===== src/rtl/carry_step_modu_subtractor.sv =====
// carry_step_modu_subtractor: multi-cycle (a - b) mod 2^WIDTH, one carry-select block per clock
// Ports:
//   clk, rst_n           clock, asynchronous active-low reset
//   in_valid, in_ready   operand handshake (a minuend, b subtrahend)
//   out_valid, out_ready result handshake
//   diff                 (a - b) mod 2^WIDTH
//   borrow, zero, ovf    unsigned a < b, diff == 0, signed overflow
module carry_step_modu_subtractor #(
    parameter int WIDTH = 32,
    parameter int BLOCK = 4
) (
    input  logic             clk,
    input  logic             rst_n,
    input  logic             in_valid,
    output logic             in_ready,
    input  logic [WIDTH-1:0] a,
    input  logic [WIDTH-1:0] b,
    output logic             out_valid,
    input  logic             out_ready,
    output logic [WIDTH-1:0] diff,
    output logic             borrow,
    output logic             zero,
    output logic             ovf
);
    localparam int NBLK = WIDTH / BLOCK;
    localparam int BW = NBLK > 1 ? $clog2(NBLK) : 1;
    localparam int MSB = WIDTH - 1;
    typedef enum logic [1:0] {IDLE, RUN, DONE} state_t;
    state_t state_q, state_d;
    logic [WIDTH-1:0] a_q, a_d, bn_q, bn_d, diff_q, diff_d;
    logic carry_q, carry_d, borrow_q, borrow_d, zero_q, zero_d, ovf_q, ovf_d;
    logic [BW-1:0] blk_q, blk_d;
    logic [BLOCK:0] s0, s1, sel;
    logic accept, last;
    always_ff @(posedge clk or negedge rst_n) begin
        if (!rst_n) begin
            state_q  <= IDLE;
            a_q      <= '0;
            bn_q     <= '0;
            diff_q   <= '0;
            carry_q  <= 1'b0;
            borrow_q <= 1'b0;
            zero_q   <= 1'b0;
            ovf_q    <= 1'b0;
            blk_q    <= '0;
        end else begin
            state_q  <= state_d;
            a_q      <= a_d;
            bn_q     <= bn_d;
            diff_q   <= diff_d;
            carry_q  <= carry_d;
            borrow_q <= borrow_d;
            zero_q   <= zero_d;
            ovf_q    <= ovf_d;
            blk_q    <= blk_d;
        end
    end
    always_comb begin
        in_ready = state_q == IDLE || (state_q == DONE && out_ready);
        accept   = in_valid && in_ready;
        last     = blk_q == BW'(NBLK - 1);
        // both conditional block sums; the registered carry picks one
        s0       = {1'b0, a_q[blk_q*BLOCK +: BLOCK]} + {1'b0, bn_q[blk_q*BLOCK +: BLOCK]};
        s1       = s0 + (BLOCK + 1)'(1);
        sel      = carry_q ? s1 : s0;
        state_d  = state_q;
        a_d      = a_q;
        bn_d     = bn_q;
        diff_d   = diff_q;
        carry_d  = carry_q;
        borrow_d = borrow_q;
        zero_d   = zero_q;
        ovf_d    = ovf_q;
        blk_d    = blk_q;
        if (accept) begin
            // a + ~b + 1 is the two's-complement subtract
            a_d     = a;
            bn_d    = ~b;
            carry_d = 1'b1;
            blk_d   = '0;
            diff_d  = '0;
            state_d = RUN;
        end else if (state_q == RUN) begin
            diff_d[blk_q*BLOCK +: BLOCK] = sel[BLOCK-1:0];
            carry_d = sel[BLOCK];
            blk_d   = last ? '0 : blk_q + BW'(1);
            if (last) begin
                state_d  = DONE;
                borrow_d = ~sel[BLOCK];
                zero_d   = diff_d == '0;
                // bn_q holds ~b, so equal MSBs here mean a and b differ in sign
                ovf_d    = (a_q[MSB] == bn_q[MSB]) && (diff_d[MSB] != a_q[MSB]);
            end
        end else if (state_q == DONE && out_ready) begin
            state_d = IDLE;
        end
    end
    assign out_valid = state_q == DONE;
    assign diff      = diff_q;
    assign borrow    = borrow_q;
    assign zero      = zero_q;
    assign ovf       = ovf_q;
endmodule


===== config.mk =====
export PLATFORM = sky130hd
export DESIGN_NAME = carry_step_modu_subtractor
export DESIGN_NICKNAME = d
export VERILOG_FILES = /design/src/rtl/carry_step_modu_subtractor.sv
export SDC_FILE = /design/constraint.sdc
export NUM_CORES = 1
export LEC_CHECK = 0
export CORE_ASPECT_RATIO = 2
export CORE_UTILIZATION = 36
export DETAILED_ROUTE_END_ITERATION = 8
export SYNTH_ARGS = -nofsm -noshare
export SYNTH_HDL_FRONTEND = slang
export SYNTH_SLANG_ARGS = --single-unit

===== constraint.sdc =====
create_clock -name clk -period 8.2 [get_ports clk]
set_clock_uncertainty 0.1 [all_clocks]
set_input_delay 2.46 -clock clk [delete_from_list [all_inputs] [get_ports clk]]
set_output_delay 2.46 -clock clk [all_outputs]
set_load 0.03 [all_outputs]

==> Word level (Yosys, flattened, before mapping) <==
Cells that the tools add are included.
{ "totals": {"register_bits": 105, "out_inout_bits": 37} }
{ "classes": {"addsub": 4, "eq_ne": 6, "n_shift": 4, "n_mux": 13, "n_bitwise": 3, "reduce_logical": 10} }
{ "op_table": {"columns": ["cell", "count"], "rows": [
  ["$mux 32", 2],
  ["$shiftx 32x6->4", 2],
  ["$neg 5->34", 1],
  ["$shift 4x34->32 const A", 1],
  ["$shiftx 4x34->32", 1],
  ["$bwmux 32", 1],
  ["$logic_not 32->1", 1],
  ["$not 32->32", 1],
  ["$mux 3", 3],
  ["$mux 2", 4],
  ["$add 4x4->5", 1],
  ["$add 5x1->5 const B", 1],
  ["$mux 5", 1],
  ["$add 3x1->3 const B", 1],
  ["$eq 3x3->1 const B", 1],
  ["$logic_and 1x1->1", 3],
  ["$ne 3x3->1 const B", 1],
  ["$reduce_and 3->1", 1],
  ["$reduce_bool 3->1", 1],
  ["$eq 2x1->1 const B", 1],
  ["$eq 2x2->1 const B", 1],
  ["$logic_not 2->1", 1],
  ["$mux 1", 2],
  ["$not 1->1", 2],
  ["other kinds (5)", 5]
]} }

==> Longest topological paths before layout <==
{ "logic_depth": {"ltp_word": 8, "ltp_mapped": 14} }

==> Worst setup path after synthesis <==
OpenSTA, ideal clock, no wires.
{ "synth_timing": {"path_type": "input port to output port", "startpoint": "input port out_ready", "endpoint": "output port in_ready", "arrival_ns": 2.876, "setup_slack_ns": 2.764, "stages": 2, "n_path_buf": 0, "cell_sequence": "nand2b_1 and2_1"} }
{ "synth_via": {"elab_chain_len": 2} }
{ "synth_lines": {"columns": ["element", "line", "source"], "rows": [
  ["from (decl)", "19", "input logic out_ready,"],
  ["$logic_and 1x1->1", "59", "in_ready = state_q == IDLE || (state_q == DONE && out_ready);"],
  ["$logic_or 1x1->1", "59", null],
  ["to (decl)", "15", "output logic in_ready,"]
]} }
Every way passes these cells.

==> Final worst setup path <==
Ends and elaborated chain as after synthesis.

==> metrics.yaml <==
clock_tree:
  cts_setup_buffers: 0
  cts_max_level: 3
  root_buffer: "clkbuf_16"
  path_clk_slew_ns: 0.07
  clk_latency_ns: 0.36
  post_cts_resized: 0
  cts.sinks: 105
  cts_hold_buf: 0
  cts_buffers: 9
  clockBufferDepth: 2
  cts_tree: "built"
setup_path:
  ff2ff_setup_slack_ns: 3.52
  timing.rr.end: "zero"
  cp-endpoint: "in_ready"
  r2r_cells: 13
  crit_fanout: 3
  r2r-start: "blk_q[0]"
  crit_path_start: "out_ready"
  arrival_ns: 3.91
  crit_path_start_kind: "input pin"
  cp-end-kind: "output port"
  path_class: "in -> out"
  cp.required_ns: 5.64
floorplan:
  fp.dieH_um: 171
  coreArea_um2: 13900
  rows: 61
  io_pins: 105
  die_x_um: 86.5
  start_util: 0.370
  die_area_um2: 14800
synth:
  yosys.area.top_type_share: 0.511
  synthesis.nets: 622
  syn_inst: 541
  synth_seq_area_share: 0.511
  ys_top_cells_by_count: "nand2_1, dfrtp_1, nor2_1"
  ys_ff_latch: 105
  yosys_most_used_dff: "dfrtp_1"
  synth_area_leaders: "dfrtp_1, nand2_1, mux4_2"
  yosysWarningCount: 0
  synth_cell_types: 56
  synth_edf_count: 0
  post-synth-top-count-cell: "nand2_1"
  async_flop_share: 1.00
  synth_area_per_cell_um2: 9.51
  yosysTopAreaCell: "dfrtp_1"
  syn_area_um2: 5150
pwr:
  p_leak_nw: 2.96
  pwr-share-clk: 0.153
  intPower_mw: 1.71
  p_comb_frac: 0.559
  p_switching_mw: 1.40
  vdd_drop_max_mv: 0.208
  p_sw_frac: 0.450
  powerDensity_nw_per_um2: 467
  seqPwrFrac: 0.288
sta:
  final.min_clock_period_ns: 6.47
  setup_viol: 0
  fin_ws_ns: 1.73
  hold_ws_ns: 0.375
  max_freq_ghz: 0.155
  fin_setup_tns_ns: 0
  relSlewSlack: 0.290
  fin_crit_sh: 0.789
  report.final.slew_viol_count: 0
  final-hold-violation-count: 0
  worst_pin_slew_ns: 1.06
  grt_setup_unrepaired: "false"
global_routing:
  grt_max_degree: 107
  grt_pass1_vias: 4452
  grtUsageTotal: 0.210
  grt_pass1_wl_um: 22800
  grt.overflow.total: 0
  antenna_found_initial: 0
cells_and_area:
  layout.nets: 715
  drive_gt1_frac: 0.0737
  antennaDiodeCount: 0
  nFillCells: 1356
  multiInputGateArea_um2: 2380
  layout.area.seq_um2: 2630
  syn2layout_area_growth_pct: 29.8
detailed_routing:
  drc: 0
  drt-total-wl_um: 14300
  drtIter0Drc: 241
  ant_nets: 0
  wl_per_cell_um: 17.3
  vias_per_cell: 5.22
  vias: 4318
  firstDrtPassIters: 4
place:
  portBuffers: 104
  dp_hpwl_um: 10700
  gp_congestion: 0.922
  dpl_worst_slack_ns: 1.72
run:
  maxCapViolations: 0
status:
  outcome: "completed"
hold_path:
  min-delay-path-class: "reg -> reg"
  hold_depth: 2
-- critical path, cell delays in order --
cell and delay, ns:
clkdlybuf4s50_1 0.48, nand2b_1 0.14, and2_1 0.16, clkdlybuf4s50_1 0.67
-- power groups by stage --
stage / combinational [mW] / clock, mW / sequential (mW)
floorplan: 1.11 / 0 / 0.948
global placement: 1.72 / 0 / 0.897
detailed placement: 1.74 / 0 / 0.911
CTS: 1.76 / 0.486 / 0.901
global route: 1.91 / 0.502 / 0.929
finish: 1.74 / 0.478 / 0.897
-- layout by cell type, fill, tap and decap left out, types with 2 or more instances in the layout --
| master | instances |
|---|---|
| nand2_1 | 162 |
| nor3_1 | 5 |
| a41oi_1 | 3 |
| or3_1 | 5 |
| nor4_1 | 4 |
| o21ai_0 | 33 |
| dfrtp_1 | 105 |
| ha_1 | 12 |
| nand2b_1 | 4 |
| a31oi_1 | 2 |
| o32ai_1 | 2 |
| mux2i_1 | 2 |
| a21oi_1 | 41 |
| mux4_2 | 16 |
| nand3_1 | 5 |
| clkdlybuf4s50_1 | 103 |
| o31ai_1 | 2 |
| buf_4 | 6 |
| xnor2_1 | 2 |
| inv_6 | 2 |
| nand4_1 | 5 |
| xor2_2 | 2 |
| nor2b_1 | 5 |
| a22o_1 | 8 |
| clkbuf_16 | 9 |
| nor2_1 | 50 |
| and2_1 | 2 |
| inv_1 | 8 |
| bufinv_16 | 2 |
-- final cells by class --
class                      instances  share of cell area
sequential                       105               0.393
inverter                           9             0.00506
multi-input combinational        400               0.356
tap                              189              0.0354
timing repair buffer             109               0.161
clock buffer                      10              0.0358
clock inverter                     5              0.0129
-- cells by family (layout without fill, tap and decap cells) --
group | count (synthesis) | count (layout) | share of synthesized area
buffers and inverters | 36 | 133 | 0.0282
muxes | 19 | 19 | 0.0761
DFF | 105 | 105 | 0.511
xor gates and xnor gates | 6 | 6 | 0.0158
adders and majority gates | 13 | 13 | 0.0331
and+or+nand+nor | 256 | 256 | 0.207
AOI/OAI and AO/OA | 106 | 106 | 0.129
-- metal layers --
layer | global-route usage | routed length (um) | vias to the layer above
met1 | 0.214 | 5050 | 2095
met3 | 0.0299 | 411 | 47
met5 | 0 | 0 | -
met4 | 0.133 | 790 | 0
li1 | - | - | 2044
met2 | 0.390 | 8090 | 132
-- worst min path at each step --
stage                 start      end  slack (ns)
floorplan           a_q[10]  a_q[10]        0.34
global placement     a_q[0]   a_q[0]        0.35
detailed placement   a_q[3]   a_q[3]        0.36
CTS                 a_q[16]  a_q[16]        0.38
global route         a_q[0]   a_q[0]        0.40
finish              a_q[12]  a_q[12]        0.37
-- state kept, by name, summed over array words and instances (netlist names) --
register	count
blk_q	3
carry_q	1
diff	32
state_q	2
a_q	32
zero	1
ovf	1
borrow	1
bn_q	32
-- per-stage QoR --
stage	cell area [um^2]	total power [mW]	std cells	util
after floorplan	5150	2.06	541	-
after global placement	6350	2.62	812	0.457
after detailed placement	6350	2.65	812	0.457
after CTS	6680	3.14	827	0.481
after global routing	6680	3.34	827	0.481
final	6680	3.12	827	0.481
No activity file was read; power rests on OpenSTA's default activity.
